$ cat config.mk
export PLATFORM = sky130hd
export DESIGN_NAME = bsg_counter_overflow_set_en_multi_flat
export DESIGN_NICKNAME = d
export VERILOG_FILES = /design/src/rtl/bsg_counter_overflow_set_en_multi_pkg.sv /design/src/rtl/bsg_counter_overflow_set_en_multi_if.sv /design/src/rtl/bsg_counter_overflow_set_en_ch.sv /design/src/rtl/bsg_counter_overflow_set_en_multi.sv /design/src/flat_wrapper.sv
export SDC_FILE = /design/constraint.sdc
export NUM_CORES = 1
export LEC_CHECK = 0
export BUFFER_PORTS_ARGS = -buffer_cell sky130_fd_sc_hd__buf_2
export CAP_MARGIN = 20
export CORE_AREA = 2 2 173 175
export DETAILED_ROUTE_END_ITERATION = 10
export DIE_AREA = 0 0 175 177
export PLACE_DENSITY = 0.67
export SLEW_MARGIN = 20
export SYNTH_ARGS = -nofsm -noshare
export SYNTH_HDL_FRONTEND = slang
export SYNTH_HIERARCHICAL = 1
export SYNTH_SLANG_ARGS = --single-unit
$ cat constraint.sdc
create_clock -name clk_i -period 2.33 [get_ports clk_i]
set_input_delay 0.233 -clock clk_i [delete_from_list [all_inputs] [get_ports clk_i]]
set_output_delay 0.233 -clock clk_i [all_outputs]
set_load 0.05 [all_outputs]
$ cat src/rtl/bsg_counter_overflow_set_en_multi_pkg.sv
// Shared definitions for the multi-channel overflow counter.
// Contents:
//   dir_e          - count direction as seen on a channel's down_i bit
//   ELS_DEFAULT    - default number of channels
//   WIDTH_DEFAULT  - default per-channel counter width
package bsg_counter_overflow_set_en_multi_pkg;

  typedef enum logic {
    DIR_UP   = 1'b0,
    DIR_DOWN = 1'b1
  } dir_e;

  localparam int ELS_DEFAULT   = 4;
  localparam int WIDTH_DEFAULT = 24;

endpackage

$ cat src/rtl/bsg_counter_overflow_set_en_multi_if.sv
// Bundle of the per-channel control and status buses of the counter.
// Channel k occupies bit k of the 1-bit-per-channel buses and
// [k*width_p +: width_p] of the wide buses.
//   master: drives en_i, set_i, val_i, limit_i, down_i, clear_sticky_i
//           and observes count_o, overflow_o, carry_o, overflow_sticky_o
//   slave : the counter itself
interface bsg_counter_overflow_set_en_multi_if #(
  parameter int els_p   = 4,
  parameter int width_p = 24
);
  logic [els_p-1:0]         en_i;
  logic [els_p-1:0]         set_i;
  logic [els_p*width_p-1:0] val_i;
  logic [els_p*width_p-1:0] limit_i;
  logic [els_p-1:0]         down_i;
  logic [els_p-1:0]         clear_sticky_i;
  logic [els_p*width_p-1:0] count_o;
  logic [els_p-1:0]         overflow_o;
  logic [els_p-1:0]         carry_o;
  logic [els_p-1:0]         overflow_sticky_o;

  modport master (
    output en_i, set_i, val_i, limit_i, down_i, clear_sticky_i,
    input  count_o, overflow_o, carry_o, overflow_sticky_o
  );

  modport slave (
    input  en_i, set_i, val_i, limit_i, down_i, clear_sticky_i,
    output count_o, overflow_o, carry_o, overflow_sticky_o
  );
endinterface

$ cat src/rtl/bsg_counter_overflow_set_en_ch.sv
// One counter channel: count register, terminal detection, next-count
// selection and a sticky wrap flag.
// Ports:
//   clk_i, reset_i     - clock, asynchronous active-high reset
//   en_i               - step enable
//   set_i              - load val_i (wins over everything else)
//   carry_in_i         - upstream carry; tie high for a free-running channel
//   down_i             - 1 counts down, 0 counts up
//   clear_sticky_i     - clears overflow_sticky_o
//   val_i, limit_i     - load value and runtime wrap limit
//   count_o            - registered count
//   overflow_o         - count is at its terminal value
//   carry_o            - wrap happens on the coming edge
//   overflow_sticky_o  - latched wrap event
module bsg_counter_overflow_set_en_ch
  import bsg_counter_overflow_set_en_multi_pkg::*;
#(
  parameter int width_p = 24
) (
  input  logic               clk_i,
  input  logic               reset_i,
  input  logic               en_i,
  input  logic               set_i,
  input  logic               carry_in_i,
  input  logic               down_i,
  input  logic               clear_sticky_i,
  input  logic [width_p-1:0] val_i,
  input  logic [width_p-1:0] limit_i,
  output logic [width_p-1:0] count_o,
  output logic               overflow_o,
  output logic               carry_o,
  output logic               overflow_sticky_o
);

  localparam logic [width_p-1:0] One = width_p'(1);

  dir_e               dir;
  logic [width_p-1:0] count_r, count_n, restart;
  logic               term, step, carry;
  logic               sticky_r, sticky_n;

  assign dir = dir_e'(down_i);

  // Terminal value is exact equality, so an up count loaded above the
  // limit runs on to all-ones and wraps through zero naturally.
  assign term    = (dir == DIR_DOWN) ? (count_r == '0) : (count_r == limit_i);
  assign restart = (dir == DIR_DOWN) ? limit_i : '0;

  // A load blocks the step, which also keeps downstream channels still.
  assign step  = en_i & ~set_i & carry_in_i;
  assign carry = step & term;

  always_comb begin
    count_n = count_r;
    if (set_i) begin
      count_n = val_i;
    end else if (carry) begin
      count_n = restart;
    end else if (step) begin
      count_n = (dir == DIR_DOWN) ? (count_r - One) : (count_r + One);
    end
  end

  // A wrap in the same cycle as a clear keeps the flag set.
  assign sticky_n = carry | (sticky_r & ~clear_sticky_i);

  always_ff @(posedge clk_i or posedge reset_i) begin
    if (reset_i) begin
      count_r  <= '0;
      sticky_r <= 1'b0;
    end else begin
      count_r  <= count_n;
      sticky_r <= sticky_n;
    end
  end

  assign count_o           = count_r;
  assign overflow_o        = term;
  assign carry_o           = carry;
  assign overflow_sticky_o = sticky_r;

endmodule

$ cat src/rtl/bsg_counter_overflow_set_en_multi.sv
// Bank of els_p up/down counters with runtime wrap limits, loads, enables
// and sticky wrap flags. With chain_p=1 channel k only steps on channel
// k-1's carry, forming one multi-digit counter; the carry ripples through
// every channel combinationally in a single cycle.
// Ports:
//   clk_i    - clock
//   reset_i  - asynchronous active-high reset
//   bus      - slave side of the control/status interface
module bsg_counter_overflow_set_en_multi
  import bsg_counter_overflow_set_en_multi_pkg::*;
#(
  parameter int els_p   = ELS_DEFAULT,
  parameter int width_p = WIDTH_DEFAULT,
  parameter int chain_p = 0
) (
  input  logic                                  clk_i,
  input  logic                                  reset_i,
  bsg_counter_overflow_set_en_multi_if.slave    bus
);

  logic [els_p-1:0]         carry_w;
  logic [els_p-1:0]         overflow_w;
  logic [els_p-1:0]         sticky_w;
  logic [els_p*width_p-1:0] count_w;

  for (genvar k = 0; k < els_p; k++) begin : g_ch
    localparam int Lo = k * width_p;

    logic carry_in;
    logic carry;

    // The chain hops through each block's own carry rather than a shared
    // vector so the ripple is not seen as a loop within one signal.
    if (chain_p != 0 && k > 0) begin : g_chain
      assign carry_in = g_ch[k-1].carry;
    end else begin : g_free
      assign carry_in = 1'b1;
    end

    bsg_counter_overflow_set_en_ch #(
      .width_p(width_p)
    ) ch (
      .clk_i             (clk_i),
      .reset_i           (reset_i),
      .en_i              (bus.en_i[k]),
      .set_i             (bus.set_i[k]),
      .carry_in_i        (carry_in),
      .down_i            (bus.down_i[k]),
      .clear_sticky_i    (bus.clear_sticky_i[k]),
      .val_i             (bus.val_i[Lo +: width_p]),
      .limit_i           (bus.limit_i[Lo +: width_p]),
      .count_o           (count_w[Lo +: width_p]),
      .overflow_o        (overflow_w[k]),
      .carry_o           (carry),
      .overflow_sticky_o (sticky_w[k])
    );

    assign carry_w[k] = carry;
  end

  assign bus.count_o           = count_w;
  assign bus.overflow_o        = overflow_w;
  assign bus.carry_o           = carry_w;
  assign bus.overflow_sticky_o = sticky_w;

endmodule

$ cat src/flat_wrapper.sv
// flat-port wrapper written by rule: the top's interface ports become plain ports
module bsg_counter_overflow_set_en_multi_flat import bsg_counter_overflow_set_en_multi_pkg::*;
#(
  parameter int els_p   = ELS_DEFAULT,
  parameter int width_p = WIDTH_DEFAULT,
  parameter int chain_p = 0
)
  (clk_i, reset_i, bus_en_i, bus_set_i, bus_val_i, bus_limit_i, bus_down_i, bus_clear_sticky_i, bus_count_o, bus_overflow_o, bus_carry_o, bus_overflow_sticky_o);
  bsg_counter_overflow_set_en_multi_if #(.els_p(els_p), .width_p(width_p)) bus_i ();
  input  logic clk_i;
  input  logic reset_i;
  input wire logic [$bits(bus_i.en_i)-1:0] bus_en_i;
  input wire logic [$bits(bus_i.set_i)-1:0] bus_set_i;
  input wire logic [$bits(bus_i.val_i)-1:0] bus_val_i;
  input wire logic [$bits(bus_i.limit_i)-1:0] bus_limit_i;
  input wire logic [$bits(bus_i.down_i)-1:0] bus_down_i;
  input wire logic [$bits(bus_i.clear_sticky_i)-1:0] bus_clear_sticky_i;
  output wire logic [$bits(bus_i.count_o)-1:0] bus_count_o;
  output wire logic [$bits(bus_i.overflow_o)-1:0] bus_overflow_o;
  output wire logic [$bits(bus_i.carry_o)-1:0] bus_carry_o;
  output wire logic [$bits(bus_i.overflow_sticky_o)-1:0] bus_overflow_sticky_o;
  assign bus_i.en_i = bus_en_i;
  assign bus_i.set_i = bus_set_i;
  assign bus_i.val_i = bus_val_i;
  assign bus_i.limit_i = bus_limit_i;
  assign bus_i.down_i = bus_down_i;
  assign bus_i.clear_sticky_i = bus_clear_sticky_i;
  assign bus_count_o = bus_i.count_o;
  assign bus_overflow_o = bus_i.overflow_o;
  assign bus_carry_o = bus_i.carry_o;
  assign bus_overflow_sticky_o = bus_i.overflow_sticky_o;
  bsg_counter_overflow_set_en_multi #(.els_p(els_p), .width_p(width_p), .chain_p(chain_p)) u_core (.clk_i(clk_i), .reset_i(reset_i), .bus(bus_i));
endmodule
# Word-level counts from Yosys, hierarchy flattened
# Index checks and enable logic that the tools add are counted.
# op_classes
add_sub_neg,8
n_mul,0
n_div,0
magnitude_cmp,0
n_eq_ne,4
shift,0
n_mux,24
bitwise,24
reduce_logical,8
# ops
cell,n
2-to-1 mux 24 bit,20
"adder 24 x 1 -> 24 bit, second input constant",4
== test 24 bit,4
logical NOT 24 bit,4
"subtractor 24 x 1 -> 24 bit, second input constant",4
bitwise AND 1 bit,12
nonzero test 3 bit,4
NOT 1 bit,8
2-to-1 mux 1 bit,4
OR 1 bit,4
# totals
reg_bits,100
latch_bits,0
ram_bits,0
romBits,0
inputBits,210
output_inout_bits,108
word_cells,76
mem_count,0

# Longest topological paths before layout
# Gate-level depths: netlist of run 1.
# depth
word_depth,5
depth_mapped,11
depth_no_buf,10

# Cells and area by module
# Netlist of run 1, hierarchy kept.
# by_module_without_submodules
module,instances,cells_each,area_each_um2,seq_area_each_um2
bsg_counter_overflow_set_en_ch (u_core.g_ch[1].ch ...),3,388,3025.4,625.6
bsg_counter_overflow_set_en_ch (u_core.g_ch[0].ch),1,390,3015.4,625.6
bsg_counter_overflow_set_en_multi,1,5,33.8,0.0

# Worst setup path before layout of run 1
# Ideal clock, no wire load.
# synth_path
kind,register to register
start,register u_core.g_ch[1].ch.count_r[0]
end,register u_core.g_ch[1].ch.count_r[16]
setup_ps,73
arrival_time_ps,2817
t_required_ps,2257
slack_ps,-560
stages_incl_launch_ff,11
path_buffers,0
synth_period_minus_slack_ps,2890
cell_sequence,dfrtp_1 inv_1 fa_1 and2b_1 o2111ai_2 a311oi_1 o21ai_2 o211ai_2 a21oi_1 or3_1 a2bb2oi_2
# synth_via
elab_chain_cells,5
word_cells_on_any_way,11
cone_classes,2 x add/sub; 1 x eq/ne; 5 x mux; 1 x bitwise; 2 x reduce/logical
# synth_rtl
element,line_no,text
start: declaration,bsg_counter_overflow_set_en_ch.sv:38,"logic [width_p-1:0] count_r, count_n, restart;"
start signal: assignment,bsg_counter_overflow_set_en_ch.sv:72,count_r <= count_n;
adder 24 x 1 -> 24 bit (tied with other cells),bsg_counter_overflow_set_en_ch.sv:60,count_n = (dir == DIR_DOWN) ? (count_r - One) : (count_r + One);
2-to-1 mux 24 bit / 2-to-1 mux 1 bit (equally long branches),"bsg_counter_overflow_set_en_ch.sv:60, bsg_counter_overflow_set_en_ch.sv:46",
2-to-1 mux 24 bit / bitwise AND 1 bit (equally long branches),"bsg_counter_overflow_set_en_ch.sv:59, bsg_counter_overflow_set_en_ch.sv:51",
2-to-1 mux 24 bit,bsg_counter_overflow_set_en_ch.sv:57,end else if (carry) begin
2-to-1 mux 24 bit,bsg_counter_overflow_set_en_ch.sv:55,if (set_i) begin
# Parallel ways exist; a longest one is shown, timed or not. The select of a mux whose other input is x is not followed.
# A chain may end at the register's enable or synchronous reset.

# Final worst setup path of run 1
# layout_path
start,register u_core.g_ch[1].ch.count_r[6]
end,register u_core.g_ch[1].ch.count_r[16]
# The elaborated chain is that of the path after synthesis.

==> results of run 1 <==
-- how the worst max path moves through the flow --
| stage | from | endpoint | depth (start not counted) |
|---|---|---|---|
| floorplan | u_core/g_ch[1].ch/count_o[1]$_DFFE_PP0P_ | u_core/g_ch[1].ch/count_o[16]$_DFFE_PP0P_ | 10 |
| detailed placement | bus_down_i[3] | u_core/g_ch[3].ch/count_o[17]$_DFFE_PP0P_ | 10 |
| CTS | u_core/g_ch[2].ch/count_o[2]$_DFFE_PP0P_ | bus_carry_o[2] | 9 |
| global route | u_core/g_ch[1].ch/count_o[6]$_DFFE_PP0P_ | u_core/g_ch[1].ch/count_o[20]$_DFFE_PP0P_ | 11 |
| finish | u_core/g_ch[1].ch/count_o[6]$_DFFE_PP0P_ | u_core/g_ch[1].ch/count_o[16]$_DFFE_PP0P_ | 11 |
| global placement | bus_down_i[3] | u_core/g_ch[3].ch/count_o[12]$_DFFE_PP0P_ | 12 |
-- placed cells by master (no fill, tap or decap), drive strengths merged, types with 48 or more instances in the layout --
cell type / synthesis / layout
xnor2: 62 / 62
xor2: 101 / 101
a21oi: 152 / 152
ha: 88 / 88
inv: 49 / 48
nand2: 176 / 176
buf: 20 / 711
o21ai: 114 / 114
nor2: 101 / 101
nand3: 56 / 56
dfrtp: 100 / 100
-- flip-flops by register name (all words and copies together), names as in the netlist --
register	flops
u_core/g_ch.ch/count_o	96
u_core/g_ch.ch/overflow_sticky_o	4
-- cells in the mapped netlist, drive strengths merged, types with 7 or more instances --
library cell  instances  area (µm²)
a31oi                19         125
xnor2                62         543
nand4                36         225
xor2                101         885
mux2i                10         100
nor2                101         387
o211ai               13         113
o21ai               114         586
o31ai                27         288
o21a                 17         128
o21bai               15         124
nand3                56         280
nor3                 28         145
o41ai                 7         106
o311ai                9         101
a221oi               37         324
a211oi               17         133
dfrtp               100        2500
ha                   88        1100
buf                  20         108
a21o                 35         264
clkbuf               66         248
a311oi               14         123
o22ai                10        62.6
and3                 14        87.6
inv                  49         191
nor2b                20         140
a21oi               152         787
nand2               176         663
and2                 14        90.1
nor4                 38         259
a221o                 8        80.1
or3                  10        62.6
-- layout make-up --
type | count | area, µm² | area share
inverter | 49 | 199 | 0.0102
sequential | 100 | 2610 | 0.134
tap | 390 | 488 | 0.0250
clock inverter | 7 | 76.3 | 0.00392
multi-input combinational | 1331 | 11000 | 0.565
timing repair buffer | 713 | 4890 | 0.251
clock buffer | 9 | 225 | 0.0116
-- logic make-up after synthesis --
kind of cell               count (synthesis)  share of synthesized area
AOI/OAI and AO/OA                        544                      0.319
xor gates and xnor gates                 163                      0.118
adders and majority gates                 92                     0.0974
buffers and inverters                    135                     0.0451
DFF                                      100                      0.206
muxes                                     10                    0.00826
other                                      1                   0.000309
and+or+nand+nor                          514                      0.205
-- per-layer routing --
metal	GRT usage	routed length [µm]	up-vias
li1	-	-	7117
met1	0.420	21800	7444
met4	0.105	1720	0
met2	0.523	25100	861
met5	0	0	-
met3	0.0380	4220	124
-- power by group --
group / internal [mW] / total, mW / leakage (nW) / switching [mW]
Clock: 0.842 / 1.70 / 0.142 / 0.856
Combinational: 3.45 / 7.88 / 7.36 / 4.43
Sequential: 2.01 / 2.46 / 1.10 / 0.447
-- per-stage QoR --
stage                     instance area, µm²  utilization  setup TNS, ns  worst slack, ns
after floorplan                        12700            -          -1.37           -0.153
after global placement                 16700        0.573          -7.30           -0.282
after detailed placement               16700        0.573         -10.21           -0.311
after CTS                              18100        0.619          -1.83           -0.160
after global routing                   19500        0.666         -10.01           -0.349
final                                  19500        0.666          -4.16           -0.242
-- critical path, cell delays in order (launching register included) --
cell and delay (ns):
sky130_fd_sc_hd__dfrtp_2 0.42, sky130_fd_sc_hd__buf_6 0.12, sky130_fd_sc_hd__ha_4 0.22, sky130_fd_sc_hd__o21a_1 0.17, sky130_fd_sc_hd__o211ai_1 0.29, sky130_fd_sc_hd__buf_4 0.18
sky130_fd_sc_hd__a311oi_2 0.04, sky130_fd_sc_hd__o21ai_2 0.22, sky130_fd_sc_hd__o211ai_2 0.15, sky130_fd_sc_hd__and3_1 0.18, sky130_fd_sc_hd__or3_4 0.36, sky130_fd_sc_hd__a2bb2oi_2 0.13
-- repair_timing --
action                                  CTS  global route
hold buffers                              1             0
pin swaps                               104           122
cloned                                    0             2
endpoints found under the setup margin   67           100
setup buffers                            45            38
endpoints found under the hold margin    84             0
gates resized for setup                 138           212
==> reports/qor.yml, run 1 <==
final-hold-violation-count: 0
worstMarginPinSlew_ns: 0.777
final.hold.worst_slack_ns: 0.0219
core_um2: 29200
die_width_um: 175
count_of_non_filler_cells_in_the_finished_layout: 2599
ys_ff_latch: 100
finish.net_count: 2506
postRouteWirelength_um: 52800
end_kind: "flip-flop"
drc: 0
ir_worst_vdd_mv: 0.391
grt_first_pass_wirelength_um: 77700
cts.sinks: 100
dominantRegCellSynth: "sky130_fd_sc_hd__dfrtp_1"
clk_root_buffer_cell: "sky130_fd_sc_hd__clkbuf_16"
cts_tree: "done"
synthArstFlopShare: 1.00
placement.io_buffers: 317
holdCritStartpoint: "bus_clear_sticky_i[2]"
insertedDiodeCount: 0
route.detailed.wl_per_inst_um: 20.3
run_status: "finished, violations left"
startpoint_type: "flip-flop"
timing.critical_path.arrival_ns: 2.88
drt_pre_antenna_iters: 6
cts-buffers-inserted: 9
setup_viol: 51
routabilityCongestion: 0.941
flow.area_growth_from_synthesis_pct: 60.7
power.density_cell_area_nw_per_um2: 618
fin_crit_ns: 2.57
grt_start_max_net_pins: 33
r2r_cells: 11
final_layout_size_suffix_gt1_frac: 0.506
power.static_leakage_nw: 8.60
fin_crit_sh: 1.10
global_route.overflow_total: 0
syn-mean-instance-area_um2: 7.78
syn-cell-area_um2: 12100
fill_count: 2330
hold_path_depth: 2
via_count: 15500
maxCapViolCount: 0
clkLatencyLatePin_ns: 0.39
drt_first_iter_violations: 1559
report.final.slew_viol_count: 0
report.power.total_mw: 12.0
setup_ws_ns: -0.242
synthDistinctLibCells: 83
routed_via_density: 5.98
reg2reg_from: "u_core/g_ch[1].ch/count_o[6]$_DFFE_PP0P_"
slew-limit-headroom: 0.481
floorplan_die_area_um2: 31000
worst_clock_skew_ns: 0.0121
post_synth_inst_count: 1559
groute.usage.overall: 0.313
grt_setup_unrepaired: "yes"
critPathMaxFanout: 3
ys_warn_count: 6
yosysSeqAreaShare: 0.206
cts-htree-levels: 3
timing.fmax_ghz: 0.389
min_delay_worst_endpoint: "u_core/g_ch[2].ch/overflow_sticky_o$_DFF_PP0_"
failing_checks: "negative setup slack"
hpwl_um: 38500
reg_to_reg_endpoint: "u_core/g_ch[1].ch/count_o[16]$_DFFE_PP0P_"
die_h_um: 177
placed_cells_incl_taps: 2504
hp-class: "input pin to flip-flop"
synth_enable_flop_cells: 0
grt_antenna_before_repair: 0
clk_transition_reported_paths_ns: 0.09
setup.worst_path.class: "flip-flop to flip-flop"
cts_max_path_buffers: 2
data_required_critical_path_ns: 2.63
grt_pass1_vias: 14600
antenna_left: 0
io_pins: 318
initial_core_util: 0.415
placementRows: 63
setup.reg_to_reg.worst_slack_ns: -0.24
Note: power is estimated with default switching activity, not from simulation.
==> run 2: changes to the inputs <==
==> constraint.sdc (replaced) <==
create_clock -name clk_i -period 2.33 [get_ports clk_i]
set_input_delay 0.233 -clock clk_i [delete_from_list [all_inputs] [get_ports clk_i]]
set_output_delay 0.233 -clock clk_i [all_outputs]
set_load 0.005 [all_outputs]
==> run 2 against run 1 <==
- the flow still finishes with violations (negative setup slack)
- via count shrank 0.75%
- core utilization down 1.0 points
- total power decreased by 8.9%
- count of clock-buffer cells in the layout rose by 4
- sequential power down 2%
- first-iteration DRC count down 0.90%
- die area is the same
- cell count shrank 0.23%
- maximum frequency down 1.3%
- largest power group unchanged
==> reports/qor.yml, run 2 (synthesis gave the netlist of run 1 again) <==
mostFrequentLayoutCell: "sky130_fd_sc_hd__buf_4"
power.static_leakage_nw: 8.69  # +1.0%
timing.critical_path.arrival_ns: 2.90  # +0.02 ns
worstMarginPinSlew_ns: 0.807  # +0.0309 ns
die_width_um: 175  # unchanged
timing.fmax_ghz: 0.384  # -1.3%
hp-class: "input pin to asynchronous set/reset pin"
postRouteWirelength_um: 52500  # -0.58%
clkLatencyLatePin_ns: 0.37  # -0.02 ns
report.final.slew_viol_count: 0  # unchanged
cts_tree: "done"
drt_first_iter_violations: 1545  # -0.90%
die_h_um: 177  # unchanged
ir_worst_vdd_mv: 0.322  # -18%
drc: 0  # unchanged
antenna_left: 0  # unchanged
end_kind: "flip-flop"
cts_max_path_buffers: 2  # unchanged
grt_pass1_vias: 14600  # -0.0069%
worst_clock_skew_ns: 0.00904  # -0.00303 ns
groute.usage.overall: 0.309  # -0.00424
setup.worst_path.class: "flip-flop to flip-flop"
run_status: "finished, violations left"
finish.net_count: 2501  # -0.20%
setup_ws_ns: -0.277  # -0.0348 ns
setup_viol: 51  # unchanged
startpoint_type: "flip-flop"
report.power.total_mw: 11.0  # -8.9%
fin_crit_sh: 1.12  # +0.0149
grt_setup_unrepaired: "yes"
cts-buffers-inserted: 9  # unchanged
hold_buffers: 0  # -1
io_pins: 318  # unchanged
final.hold.worst_slack_ns: 0.00944  # -0.0125 ns
placement.io_buffers: 317  # unchanged
fill_count: 2357  # +1.2%
routabilityCongestion: 0.933  # -0.90%
clk_root_buffer_cell: "sky130_fd_sc_hd__clkbuf_16"
initial_core_util: 0.415  # unchanged
failing_checks: "negative setup slack"
grt_start_max_net_pins: 33  # unchanged
fin_crit_ns: 2.61  # +0.0348 ns
cts-htree-levels: 3  # unchanged
slew-limit-headroom: 0.462  # -0.0193
drt_pre_antenna_iters: 6  # unchanged
placementRows: 63  # unchanged
clk_transition_reported_paths_ns: 0.07  # -0.02 ns
floorplan_die_area_um2: 31000  # unchanged
routed_via_density: 5.95  # -0.52%
power.density_cell_area_nw_per_um2: 572  # -7.5%
maxCapViolCount: 0  # unchanged
global_route.overflow_total: 0  # unchanged
layout_common_cells: "sky130_fd_sc_hd__buf_4, sky130_fd_sc_hd__buf_2, sky130_fd_sc_hd__nand2_1"
via_count: 15400  # -0.75%
flow.area_growth_from_synthesis_pct: 58.2
grt_antenna_before_repair: 0  # unchanged
hpwl_um: 37300  # -3.0%
critPathMaxFanout: 3  # unchanged
route.detailed.wl_per_inst_um: 20.2  # -0.35%
grt_first_pass_wirelength_um: 76800  # -1.2%
final_layout_size_suffix_gt1_frac: 0.465  # -0.0413
cts.sinks: 100  # unchanged
insertedDiodeCount: 0  # unchanged
final-hold-violation-count: 0  # unchanged
largest_reg_flops: 96  # unchanged
core_um2: 29200  # unchanged
data_required_critical_path_ns: 2.62  # about the same
[run 2: cell types whose count changed in the layout (fill, tap and decap cells not counted), moves of 5 or more]
| cell | delta |
|---|---|
| sky130_fd_sc_hd__buf_8 | -8 |
| sky130_fd_sc_hd__buf_2 | +5 |
| sky130_fd_sc_hd__a221oi_2 | -6 |
| sky130_fd_sc_hd__ha_1 | +10 |
| sky130_fd_sc_hd__dfrtp_1 | +62 |
| sky130_fd_sc_hd__xnor2_2 | +5 |
| sky130_fd_sc_hd__nand3_1 | +5 |
| sky130_fd_sc_hd__dfrtp_2 | -62 |
| sky130_fd_sc_hd__nor2_1 | +5 |
| sky130_fd_sc_hd__nor4_4 | +5 |
| sky130_fd_sc_hd__xnor2_1 | -5 |
| sky130_fd_sc_hd__ha_4 | -7 |
[run 2: path summary, 6_finish.rpt]
check,from,endpoint,slack [ns],cells after the start
hold / removal,reset_i,u_core/g_ch[3].ch/count_o[22]$_DFFE_PP0P_,0.009,3
setup reg to reg,u_core/g_ch[2].ch/count_o[1]$_DFFE_PP0P_,u_core/g_ch[2].ch/count_o[16]$_DFFE_PP0P_,-0.28,11
min in group clk_i,bus_clear_sticky_i[3],u_core/g_ch[3].ch/overflow_sticky_o$_DFF_PP0_,0.04,2
hold reg to reg,u_core/g_ch[0].ch/overflow_sticky_o$_DFF_PP0_,u_core/g_ch[0].ch/overflow_sticky_o$_DFF_PP0_,0.49,1
max in group asynchronous,reset_i,u_core/g_ch[1].ch/count_o[17]$_DFFE_PP0P_,2.00,3
setup / recovery,u_core/g_ch[2].ch/count_o[1]$_DFFE_PP0P_,u_core/g_ch[2].ch/count_o[16]$_DFFE_PP0P_,-0.28,11
[run 2: critical path, cell delays in order (launching register included)]
cell                        delay [ns]
sky130_fd_sc_hd__dfrtp_1          0.38
sky130_fd_sc_hd__inv_1            0.09
sky130_fd_sc_hd__fa_2             0.38
sky130_fd_sc_hd__and2b_2          0.26
sky130_fd_sc_hd__o2111ai_4        0.15
sky130_fd_sc_hd__buf_6            0.16
sky130_fd_sc_hd__a311oi_2         0.21
sky130_fd_sc_hd__o21ai_2          0.10
sky130_fd_sc_hd__o211ai_2         0.23
sky130_fd_sc_hd__a21oi_1          0.10
sky130_fd_sc_hd__or3_1            0.33
sky130_fd_sc_hd__a2bb2oi_2        0.14
[run 2: report_power, final]
group,switching [mW],internal (mW)
clock,0.761,0.808
combinational,3.60,3.39
sequential,0.423,1.98
[run 2: layer usage]
layer / part of all wire / wire, µm / vias to the layer above / GRT usage
met5: 0 / 0 / - / 0
met4: 0.034 / 1770 / 0 / 0.120
met3: 0.076 / 3990 / 142 / 0.0447
met2: 0.47 / 24800 / 839 / 0.509
met1: 0.42 / 21900 / 7363 / 0.408
li1: - / - / 7085 / -
[run 2: layout make-up]
class,count,area (µm²),area share
Clock inverter,2,10.0,0.000522
Inverter,49,201,0.0105
Tap cell,390,488,0.0254
Timing Repair Buffer,707,4770,0.249
Clock buffer,13,270,0.0141
Multi-Input combinational cell,1332,10900,0.569
Sequential cell,100,2530,0.132
[run 2: metrics by stage]
stage / cell area, µm² / utilization / cells / TNS, ns / worst slack (ns)
floorplan: 12300 / - / 1566 / -0.0515 / -0.0174
global placement: 16400 / 0.559 / 2503 / -7.75 / -0.295
detailed placement: 16400 / 0.559 / 2503 / -10.20 / -0.365
CTS: 17800 / 0.608 / 2552 / -1.99 / -0.162
global route: 19200 / 0.656 / 2593 / -11.14 / -0.373
finish: 19200 / 0.656 / 2593 / -5.10 / -0.277
[run 2: what timing repair did]
item,4_1_cts,5_1_grt
resized for setup,148,209
gates cloned,0,2
setup endpoints to repair,76,96
setup buffers,37,44
pin swaps,128,151
==> run 3: changes to the inputs <==
--- a/config.mk
+++ b/config.mk
@@ -7,12 +7,11 @@
 export LEC_CHECK = 0
 export BUFFER_PORTS_ARGS = -buffer_cell sky130_fd_sc_hd__buf_2
 export CAP_MARGIN = 20
-export CORE_AREA = 2 2 173 175
+export CORE_AREA = 2 2 168 170
 export DETAILED_ROUTE_END_ITERATION = 10
-export DIE_AREA = 0 0 175 177
+export DIE_AREA = 0 0 170 172
 export PLACE_DENSITY = 0.67
 export SLEW_MARGIN = 20
 export SYNTH_ARGS = -nofsm -noshare
 export SYNTH_HDL_FRONTEND = slang
-export SYNTH_HIERARCHICAL = 1
 export SYNTH_SLANG_ARGS = --single-unit
==> run 3 against run 2 <==
- the run ends with negative hold slack, negative setup slack left
- total power is 2.0% higher
- first-iteration DRC count decreased by 36%
- die area fell by 5.6%
- cell count fell by 5.9%
- wire length is 12% lower
- sequential share of layout area up 0.71 points
- worst hold slack lost 0.025 ns
- worst setup slack worse by 0.084 ns
- synthesized cell count fell by 6.2%
- critical path depth grew 1
==> reports/qor.yml, run 3 <==
mostFrequentLayoutCell: "sky130_fd_sc_hd__buf_4"
route.detailed.wl_per_inst_um: 18.9  # -6.5%
hpwl_um: 33100  # -11%
synth_top_cell_by_area: "sky130_fd_sc_hd__dfrtp_1"
global_route.overflow_total: 0  # unchanged
synthDistinctLibCells: 85  # +2.4%
final.hold.worst_slack_ns: -0.0155  # -0.0250 ns
drt_first_iter_violations: 992  # -36%
clkLatencyLatePin_ns: 0.38  # about the same
routabilityCongestion: 0.925  # -0.81%
failing_checks: "negative hold slack, negative setup slack"
detailed_place.area_um2: 15600  # -4.7%
syn_nets: 1764
grt_antenna_before_repair: 3  # +3
fill_count: 2290  # -2.8%
finish.net_count: 2389  # -4.5%
report.final.slew_viol_count: 0  # unchanged
clk_root_buffer_cell: "sky130_fd_sc_hd__clkbuf_16"
cts-buffers-inserted: 9  # unchanged
postRouteWirelength_um: 46200  # -12%
grt_setup_unrepaired: "yes"
synthArstFlopShare: 1.00  # unchanged
power.density_cell_area_nw_per_um2: 619  # +8.2%
clk_transition_reported_paths_ns: 0.08  # about the same
fin_area_um2: 18100  # -5.7%
ys_ff_latch: 100  # unchanged
synth_enable_flop_cells: 0  # unchanged
flow.area_growth_from_synthesis_pct: 60.1
ir_worst_vdd_mv: 0.438  # +36%
synth_top_cells_by_count: "sky130_fd_sc_hd__o21ai_0, sky130_fd_sc_hd__nand2_1, sky130_fd_sc_hd__a21oi_1"
fin_crit_ns: 2.69  # +0.0837 ns
startpoint_type: "flip-flop"
die_h_um: 172  # -2.8%
floorplan_die_area_um2: 29200  # -5.6%
routed_via_density: 5.79  # -2.7%
setup_ws_ns: -0.361  # -0.0837 ns
setup.worst_path.class: "flip-flop to flip-flop"
run_status: "finished, violations left"
cts.sinks: 100  # unchanged
post-synth-top-count-cell: "sky130_fd_sc_hd__o21ai_0"
placementRows: 61  # -3.2%
final-hold-violation-count: 7  # +7
layout.area.seq_um2: 2510  # -0.64%
multi_input_area_um2: 9890  # -9.3%
slowest_cell_on_the_critical_path: "sky130_fd_sc_hd__fa_2"
ys_warn_count: 0  # -6
preCtsSetupSlack_ns: -0.519  # -0.154 ns
core_um2: 27500  # -6.0%
io_pins: 318  # unchanged
yosys-top-cells-area: "sky130_fd_sc_hd__dfrtp_1, sky130_fd_sc_hd__ha_1, sky130_fd_sc_hd__o21ai_0"
setup_viol: 54  # +5.9%
grt_first_pass_wirelength_um: 68600  # -11%
groute.usage.overall: 0.293  # -0.0153
grt_pass1_vias: 13600  # -7.0%
placement.io_buffers: 317  # unchanged
fin_crit_sh: 1.15  # +0.0359
final_layout_size_suffix_gt1_frac: 0.463  # -0.00188
worst_clock_skew_ns: 0.00982  # +0.000788 ns
maxCapViolCount: 0  # unchanged
die_width_um: 170  # -2.9%
grt_start_max_net_pins: 101  # +210%
syn-cell-area_um2: 11300  # -6.8%
power.static_leakage_nw: 8.29  # -4.6%
initial_core_util: 0.411  # -0.00347
drc: 0  # unchanged
cts_max_path_buffers: 2  # unchanged
end_kind: "flip-flop"
cpPeakStageDelay_ns: 0.38  # about the same
worstMarginPinSlew_ns: 0.676  # -0.132 ns
via_count: 14100  # -8.5%
slew-limit-headroom: 0.549  # +0.0873
timing.critical_path.arrival_ns: 2.93  # +0.03 ns
cts_tree: "done"
cts-htree-levels: 3  # unchanged
report.power.total_mw: 11.2  # +2.0%
drt_pre_antenna_iters: 7  # +1
syn-mean-instance-area_um2: 7.73  # -0.65%
finish.utilization: 0.658  # +0.00230
timing.setup.tns_ns: -7.28  # -2.17 ns
layout_common_cells: "sky130_fd_sc_hd__buf_4, sky130_fd_sc_hd__buf_2, sky130_fd_sc_hd__nand2_1"
yosysSeqAreaShare: 0.222  # +0.0151
timing.fmax_ghz: 0.372  # -3.1%
hp-class: "input pin to asynchronous set/reset pin"
antenna_left: 0  # unchanged
dominantRegCellSynth: "sky130_fd_sc_hd__dfrtp_1"
path_cells: "inv_2, fa_2, nor2b_2, o21ai_1, a311o_1, a211o_1, a32oi_4, buf_4, xnor2_1, nor2_1, a311oi_2, o31ai_1"
largest_reg_flops: 96  # unchanged
post_synth_inst_count: 1462  # -6.2%
critPathMaxFanout: 3  # unchanged
post-synth-top-area-fraction: 0.222  # +0.0151
data_required_critical_path_ns: 2.57  # -0.05 ns
==> run 3: cell count changes after synthesis, sizes merged, moves of 11 or more <==
cell    change
a21oi      -40
a221oi     -33
buf        +11
clkbuf     -17
inv        -14
nand2      -36
nand2b     +18
nand3      +16
nand4      -16
o211ai     +28
o21ai      +42
o31ai      -12
xnor2      +22
xor2       -22
==> run 3: worst paths after layout <==
check	startpoint	cells past startpoint	slack, ns	to
setup / recovery	u_core.g_ch[3].ch.count_o[0]$_DFFE_PP0P_	12	-0.36	u_core.g_ch[3].ch.count_o[16]$_DFFE_PP0P_
hold / removal	reset_i	3	-0.02	u_core.g_ch[0].ch.count_o[12]$_DFFE_PP0P_
setup reg to reg	u_core.g_ch[3].ch.count_o[0]$_DFFE_PP0P_	12	-0.36	u_core.g_ch[3].ch.count_o[16]$_DFFE_PP0P_
hold reg to reg	u_core.g_ch[1].ch.overflow_sticky_o$_DFF_PP0_	1	0.50	u_core.g_ch[1].ch.overflow_sticky_o$_DFF_PP0_
max in group asynchronous	reset_i	3	1.77	u_core.g_ch[2].ch.count_o[17]$_DFFE_PP0P_
min in group clk_i	bus_clear_sticky_i[2]	2	0.02	u_core.g_ch[2].ch.overflow_sticky_o$_DFF_PP0_
==> run 3: what timing repair did <==
action,in CTS,in global routing
buffers inserted,33,46
resized for setup,165,243
setup endpoints to repair,68,98
hold buffers,0,0
cloned,0,3
pin swaps,125,139
endpoints found under the hold margin,0,0
==> run 3: stage by stage <==
step                cells  hold WS, ns
floorplan            1462        0.329
CTS                  2395      0.00591
global placement     2354        0.412
finish               2439      -0.0155
global route         2439       0.0442
detailed placement   2354        0.428
==> run 3: cell type report <==
| type | instances | area share |
|---|---|---|
| Multi-Input combinational cell | 1245 | 0.547 |
| Timing Repair Buffer | 694 | 0.263 |
| Sequential cell | 100 | 0.139 |
| Tap cell | 346 | 0.0239 |
| Clock buffer | 10 | 0.0127 |
| Inverter | 37 | 0.00789 |
| Clock inverter | 5 | 0.00567 |
| Antenna cell | 2 | 0.000277 |
==> run 3: kinds of logic after synthesis <==
kind of cell / synth area share
buf+inv: 0.0455
fa+ha+maj: 0.105
xor+xnor: 0.126
simple gates: 0.214
mux: 0.00731
compound gates: 0.281
flops: 0.222
==> run 3: where the power goes <==
part / internal (mW) / leakage, nW / total [mW] / switching, mW
registers: 2.01 / 1.19 / 2.37 / 0.362
clock network: 1.05 / 0.159 / 1.85 / 0.800
logic: 3.50 / 6.94 / 6.98 / 3.47
==> run 3: worst max-delay path, delay by kind of cell (launching register included) <==
family / cells / cell delay [ns]
flops: 1 / 0.36
buf+inv: 2 / 0.20
xor+xnor: 1 / 0.10
simple gates: 2 / 0.21
fa+ha+maj: 1 / 0.38
compound gates: 6 / 1.30
==> run 3: layer usage <==
metal,vias to the layer above,global-route usage,wire (µm)
met5,-,0,14
met4,2,0.101,1470
met3,130,0.0524,2990
met2,620,0.499,22200
met1,6697,0.376,19500
li1,6667,-,-
